$ cat config.mk
export PLATFORM = sky130hd
export DESIGN_NAME = l2_lookup_sched
export DESIGN_NICKNAME = d
export VERILOG_FILES = /design/src/rtl/l2_lookup_sched.sv
export SDC_FILE = /design/constraint.sdc
export NUM_CORES = 1
export LEC_CHECK = 0
export BUFFER_PORTS_ARGS = -buffer_cell sky130_fd_sc_hd__buf_4
export CAP_MARGIN = 20
export CORE_MARGIN = 5
export CORE_UTILIZATION = 40
export DETAILED_ROUTE_END_ITERATION = 6
export PLACE_DENSITY = 0.77
export SYNTH_ARGS = -nofsm -noshare
export SYNTH_HDL_FRONTEND = slang
export SYNTH_SLANG_ARGS = --single-unit
$ cat constraint.sdc
create_clock -name clk -period 1.4 [get_ports clk]
set_input_delay 0.07 -clock clk [delete_from_list [all_inputs] [get_ports clk]]
set_output_delay 0.07 -clock clk [all_outputs]
set_load 0.1 [all_outputs]
$ cat src/rtl/l2_lookup_sched.sv
// L2 lookup scheduler: arbitrates core requests vs. forwards, sequences the tag/state RAM read,
// pulses l2_lookup and holds the result handshake. Optional stats under L2_LOOKUP_SCHED_STATS_EN.
module l2_lookup_sched #(
    parameter int SET_BITS       = 9,
    parameter int RD_LAT         = 1,
    parameter int MAX_FWD_STREAK = 4
) (
    input  logic                clk,
    input  logic                rst,
    input  logic                req_valid,
    input  logic [SET_BITS-1:0] req_set,
    output logic                req_ready,
    input  logic                fwd_valid,
    input  logic [SET_BITS-1:0] fwd_set,
    output logic                fwd_ready,
    output logic                rd_en,
    output logic [SET_BITS-1:0] rd_set,
    output logic                lookup_en,
    output logic                lookup_mode,
    output logic                res_valid,
    output logic                res_is_fwd,
    input  logic                res_ready,
    output logic                busy,
`ifdef L2_LOOKUP_SCHED_STATS_EN
    output logic [15:0]         stat_req_cnt,
    output logic [15:0]         stat_fwd_cnt,
`endif
    output logic [2:0]          dbg_state
);

    localparam int CNT_W    = $clog2(RD_LAT + 1);
    localparam int STREAK_W = $clog2(MAX_FWD_STREAK + 1);
    localparam logic [STREAK_W-1:0] STREAK_MAX = STREAK_W'(MAX_FWD_STREAK);
    localparam logic LOOKUP_REQ = 1'b0;
    localparam logic LOOKUP_FWD = 1'b1;

    typedef enum logic [2:0] {
        S_IDLE = 3'd0,
        S_RD   = 3'd1,
        S_WAIT = 3'd2,
        S_LKP  = 3'd3,
        S_RESP = 3'd4
    } state_t;

    state_t                r_state;
    state_t                w_next;
    logic [SET_BITS-1:0]   r_set;
    logic                  r_is_fwd;
    logic [STREAK_W-1:0]   r_streak;
    logic [CNT_W-1:0]      r_cnt;

    logic w_idle;
    logic w_fwd_win;
    logic w_fwd_acc;
    logic w_req_acc;

    // Handshakes: a transfer happens in a cycle where valid && ready; the source holds valid (and
    // its payload) until it sees ready. res_valid is held stable until res_ready is seen with it.
    assign w_idle    = (r_state == S_IDLE);
    assign w_fwd_win = fwd_valid && (!req_valid || (r_streak < STREAK_MAX));
    assign fwd_ready = w_idle && !rst && w_fwd_win;
    assign req_ready = w_idle && !rst && req_valid && !w_fwd_win;
    assign w_fwd_acc = fwd_valid && fwd_ready;
    assign w_req_acc = req_valid && req_ready;

    always_comb begin
        w_next = r_state;
        case (r_state)
            S_IDLE: if (w_fwd_acc || w_req_acc) w_next = S_RD;
            S_RD:   w_next = (RD_LAT == 1) ? S_LKP : S_WAIT;
            S_WAIT: if (r_cnt == CNT_W'(1)) w_next = S_LKP;
            S_LKP:  w_next = S_RESP;
            S_RESP: if (res_ready) w_next = S_IDLE;
            default: w_next = S_IDLE;
        endcase
    end

    always_ff @(posedge clk) begin
        if (rst) begin
            r_state  <= S_IDLE;
            r_set    <= '0;
            r_is_fwd <= 1'b0;
            r_streak <= '0;
            r_cnt    <= '0;
        end else begin
            r_state <= w_next;
            if (w_fwd_acc || w_req_acc) begin
                r_set    <= w_fwd_acc ? fwd_set : req_set;
                r_is_fwd <= w_fwd_acc;
            end
            // Streak only grows while a request is actually being passed over.
            if (w_req_acc) begin
                r_streak <= '0;
            end else if (w_fwd_acc) begin
                if (!req_valid)
                    r_streak <= '0;
                else if (r_streak < STREAK_MAX)
                    r_streak <= r_streak + STREAK_W'(1);
            end
            if (r_state == S_RD)
                r_cnt <= CNT_W'(RD_LAT - 1);
            else if (r_state == S_WAIT)
                r_cnt <= r_cnt - CNT_W'(1);
        end
    end

    assign rd_en       = (r_state == S_RD);
    assign rd_set      = r_set;
    assign lookup_en   = (r_state == S_LKP);
    assign lookup_mode = lookup_en ? (r_is_fwd ? LOOKUP_FWD : LOOKUP_REQ) : 1'b0;
    assign res_valid   = (r_state == S_RESP);
    assign res_is_fwd  = res_valid && r_is_fwd;
    assign busy        = !w_idle;
    assign dbg_state   = r_state;

`ifdef L2_LOOKUP_SCHED_STATS_EN
    logic [15:0] r_stat_req;
    logic [15:0] r_stat_fwd;

    always_ff @(posedge clk) begin
        if (rst) begin
            r_stat_req <= '0;
            r_stat_fwd <= '0;
        end else begin
            if (w_req_acc && (r_stat_req != 16'hFFFF)) r_stat_req <= r_stat_req + 16'd1;
            if (w_fwd_acc && (r_stat_fwd != 16'hFFFF)) r_stat_fwd <= r_stat_fwd + 16'd1;
        end
    end

    assign stat_req_cnt = r_stat_req;
    assign stat_fwd_cnt = r_stat_fwd;
`else
    // Statistics counters are not built in this configuration.
`endif

endmodule
; Word-level counts from Yosys, hierarchy flattened
; Index checks and enable logic that the tools add are counted.
[classes]
add_sub_neg = 2
n_mul = 0
n_div = 0
n_lt_le_gt_ge = 1
eq_ne = 8
shift = 0
muxes = 9
bitwise = 0
reduce_logical = 19
[ops]
columns = op, n
row1 = 3-bit two-way mux, 5
row2 = 3-bit one-hot mux with 5 select lines, 1
row3 = 9-bit two-way mux, 1
row4 = 1-bit logical AND, 8
row5 = "3-bit by 2-bit equality test with 1-bit output, second input constant", 2
row6 = "2-bit by 1-bit != test with 1-bit output, second input constant", 3
row7 = 1-bit zero test, 4
row8 = 2-bit OR reduction, 2
row9 = "3-bit by 1-bit adder with 3-bit output, second input constant", 1
row10 = "3-bit by 1-bit equality test with 1-bit output, second input constant", 1
row11 = "3-bit equality test, second input constant", 1
row12 = 3-bit zero test, 1
row13 = "3-bit less-than comparator, second input constant", 1
row14 = 3-bit AND reduction, 1
row15 = 1-bit logical OR, 2
row16 = 1-bit two-way mux, 2
row17 = "2-bit != test, second input constant", 1
row18 = 2-bit AND reduction, 1
row19 = "1-bit subtractor, second input constant", 1
[totals]
reg_bits = 17
latch_bits = 0
mem_bits_rw = 0
rom_bits = 0
inputBits = 23
out_inout_bits = 20
word_cells = 44
memories = 0

; Depth between registers and ports, before layout
[logic_depth]
depth_word = 9
mapped_depth = 5
depth_no_buf = 4

; Worst setup path after synthesis
; No wires, ideal clock.
[synth_path]
path_type = register to output
start = reg r_state[1] (netlist: dbg_state[1])
end = out req_ready
t_arrival_ns = 3.572
t_required_ns = 1.330
path_slack_ns = -2.242
path_stages_with_launch = 4
cell_sequence = dfxtp_1 -> buf_6 -> or4_4 -> nor3_1
[synth_via]
elab_chain_len = 4
[synth_rtl]
columns = element, line_no
row1 = "start, declared", 45  ; state_t r_state;
row2 = "start signal, assigned", 86  ; r_state <= w_next;
row3 = 3-bit zero test, 59  ; assign w_idle = (r_state == S_IDLE);
row4 = 1-bit logical AND (3 in a row), 62  ; assign req_ready = w_idle && !rst && req_valid && !w_fwd_win;
row5 = "end, declared", 12  ; output logic req_ready,
; Every way passes these cells.

; Worst setup path in the final report
[layout_path]
start = reg r_state[2] (netlist: dbg_state[2])
end = out req_ready
; The elaborated chain is that of the path after synthesis.

==> summary.md <==
| Metric | Value |
|---|---|
| TNS Setup | `-1.17 ns` |
| Setup slack after layout | `-0.249 ns` |
| Initial Utilization | `41.2%` |
| Placed Area | `1310 um^2` |
| Peak VDD IR | `1.15 mV` |
| Distinct cells, synth | `33` |
| Antenna cells | `0` |
| Crit path max fanout | `3` |
| Sum of buffers and inverters on the critical path | `1` |
| Fmax | `606 MHz` |
| Clk buf depth | `2` |
| Synth Instances | `100` |
| Antenna-violating nets left | `0` |
| Hold buffer count at CTS | `0` |
| CTS tree | `done` |
| Core area | `2170 um^2` |
| GPL Wtd Cong | `0.734` |
| YS warnings | `0` |
| Syn avg cell area | `8.93 um^2` |
| Syn Nets | `124` |
| Slowest stage delay, CP | `0.56 ns` |
| Setup crit end kind | `primary output` |
| Residual DRC | `0` |
| Period Utilization, post-route | `118%` |
| P per Cell Area | `1610 nW/um^2` |
| Fin cells | `185` |
| Hold Crit Class | `input pin to flop` |
| CTS Buf Count | `3` |
| Crit path time final | `1.65 ns` |
| Max H-tree Level | `1` |
| NumNets Final | `182` |
| Area Overhead vs Synth | `85.7%` |
| First-pass GRT wire length | `4560 um` |
| Clock latency on the worst-skew pair | `0.30 ns` |
| Failing checks | `negative setup slack` |
| Vias in the first global route | `987` |
| Setup crit start kind | `flop` |
| Slowest library cell on the worst path | `or4_4` |
| Final Cell Area | `1660 um^2` |
| Fraction of layout cells with a size suffix above 1 | `63.7%` |
| Register area share after synthesis | `38.1%` |
| Die width | `57.3 um` |
| GRT Util Overall | `17.5%` |
| Max Cap Viol | `0` |
| Worst reg2reg setup slack | `-0.16 ns` |
| Clock Skews | `0.000374 ns` |
| Cell family with the largest share of critical-path delay | `simple AND/OR/NAND/NOR gates` |
| LEAKAGE | `0.000682 uW` |
| Die height | `57.3 um` |
| Worst endpoint data arrival time | `1.58 ns` |
| Pre-CTS WS | `-0.00209 ns` |
| Synth Register Bits | `17` |
| GRT overflow | `0` |
| Final Max Tran Viols | `0` |
| DP HPWL | `1890 um` |
| Final setup fails | `16` |
| Initial DRT Pass Iterations | `2` |
| Die area | `3280 um^2` |
| WL final | `2960 um` |
| Actual slew at the worst max-slew pin | `0.408 ns` |
| Vias | `1015` |
| WL per Instance | `16.0 um` |
| Ports | `43` |
| RSZ-0062 raised after global routing | `yes` |
| Largest net degree at the start of global routing | `18` |
| Fraction of registers with async set/reset | `0%` |
| Synth Flop Type | `dfxtp_1` |
| Crit Path Category | `flop to primary output` |
| Number of flops mapped to enable cells by yosys | `0` |
| Ordered cell list for the critical path | `or4_4, nor3_4, buf_12` |
| Root buffer cell | `clkbuf_4` |
| Worst EP required | `1.33 ns` |
| Outcome | `finished with violations` |
| Rows | `17` |
| Cell Area, Synth | `893 um^2` |
| Fin Hold WS | `0.0676 ns` |
| CTS Sinks | `17` |
| Via density per instance | `5.49` |
| Initial antenna violation count | `0` |
| Final Hold Vio Count | `0` |
| Iteration-0 DRC Markers | `17` |
| Fill cell count | `161` |
| Reg clk slew, reported paths | `0.10 ns` |
| Port buffer count | `42` |
| Dpl cells | `169` |
| Slew headroom | `72.8%` |
[metal layers]
layer / vias to the layer above / wire length, um / track usage (%)
met5: - / 0 / 0
met4: 0 / 22 / 4.97
met3: 3 / 161 / 4.75
met2: 32 / 1580 / 30.5
met1: 482 / 1200 / 20.9
li1: 498 / - / -
[sequential cells by signal (all words and copies together), names as in the netlist]
name / count
rd_set: 9
dbg_state: 3
r_streak: 3
r_cnt: 1
r_is_fwd: 1
[Yosys cell counts, drive strengths merged, types with 3 or more instances]
| library cell | count | area share, % |
|---|---|---|
| dfxtp | 17 | 38 |
| a21oi | 14 | 7.8 |
| a211oi | 9 | 7.6 |
| o32ai | 9 | 8.8 |
| buf | 6 | 6.0 |
| o21ai | 6 | 3.4 |
| nor3 | 5 | 2.8 |
| clkbuf | 4 | 1.7 |
| nor2 | 4 | 1.7 |
| and2 | 3 | 2.1 |
| inv | 3 | 1.3 |
[final cells by class]
type                            instances  area, um^2  area share, %
Timing Repair Buffer                   63         637           38.4
Inverter                                3        13.8          0.830
Tap cell                               28        35.0           2.11
Clock buffer                            3        22.5           1.36
Clock inverter                          1        5.00          0.302
Sequential cell                        17         352           21.2
Multi-Input combinational cell         70         594           35.8
[logic make-up (layout without fill, tap and decap cells)]
| kind of cell | after synthesis | count (layout) | share of synthesized area, % |
|---|---|---|---|
| AO/OA/AOI/OAI | 43 | 43 | 32.4 |
| AND/OR/NAND/NOR | 25 | 25 | 18.2 |
| flip-flops | 17 | 17 | 38.1 |
| buffers and inverters | 13 | 70 | 8.96 |
| adder cells (fa/ha/maj) | 1 | 1 | 1.40 |
| XOR/XNOR | 1 | 1 | 0.981 |
[metrics by stage]
step | total power, uW | utilization (%)
floorplan | 1750 | -
global placement | 2030 | 60.5
detailed placement | 2050 | 60.5
CTS | 2530 | 71.2
global route | 2790 | 76.5
finish | 2670 | 76.5
[timing repair]
action | 4_1_cts | 5_1_grt
gates resized for setup | 36 | 15
buffers inserted | 4 | 7
hold endpoints to repair | 0 | 0
pin swaps | 4 | 5
endpoints found under the setup margin | 8 | 19
cloned | 1 | 0
[path summary, 6_finish.rpt]
path | startpoint | endpoint | depth (start not counted)
max | dbg_state[2]$_SDFFE_PP0P_ | req_ready | 3
min | req_valid | r_streak[2]$_SDFFE_PP0P_ | 3
max reg2reg | dbg_state[2]$_SDFFE_PP0P_ | r_streak[0]$_SDFFE_PP0P_ | 4
min reg2reg | r_streak[1]$_SDFFE_PP0P_ | r_streak[1]$_SDFFE_PP0P_ | 2
[power by group]
part,switching (uW),internal [uW]
Combinational,1140,634
Sequential,54.2,569
Clock,166,107
[worst min-delay path: cells and delay by family]
| family | cells | cell delay (ns) |
|---|---|---|
| AOI/OAI and AO/OA | 1 | 0.06 |
| and+or+nand+nor | 1 | 0.06 |
| buffers and inverters | 1 | 0.13 |
[cell usage in the layout (no fill, tap or decap), types with 5 or more instances in the layout]
cell      count
a211oi_2      7
a21oi_1       8
a21oi_2       6
buf_12        9
buf_4        47
buf_6         5
dfxtp_1      14
o21ai_0       5
o32ai_1       9
(Power assumes the default switching activity.)
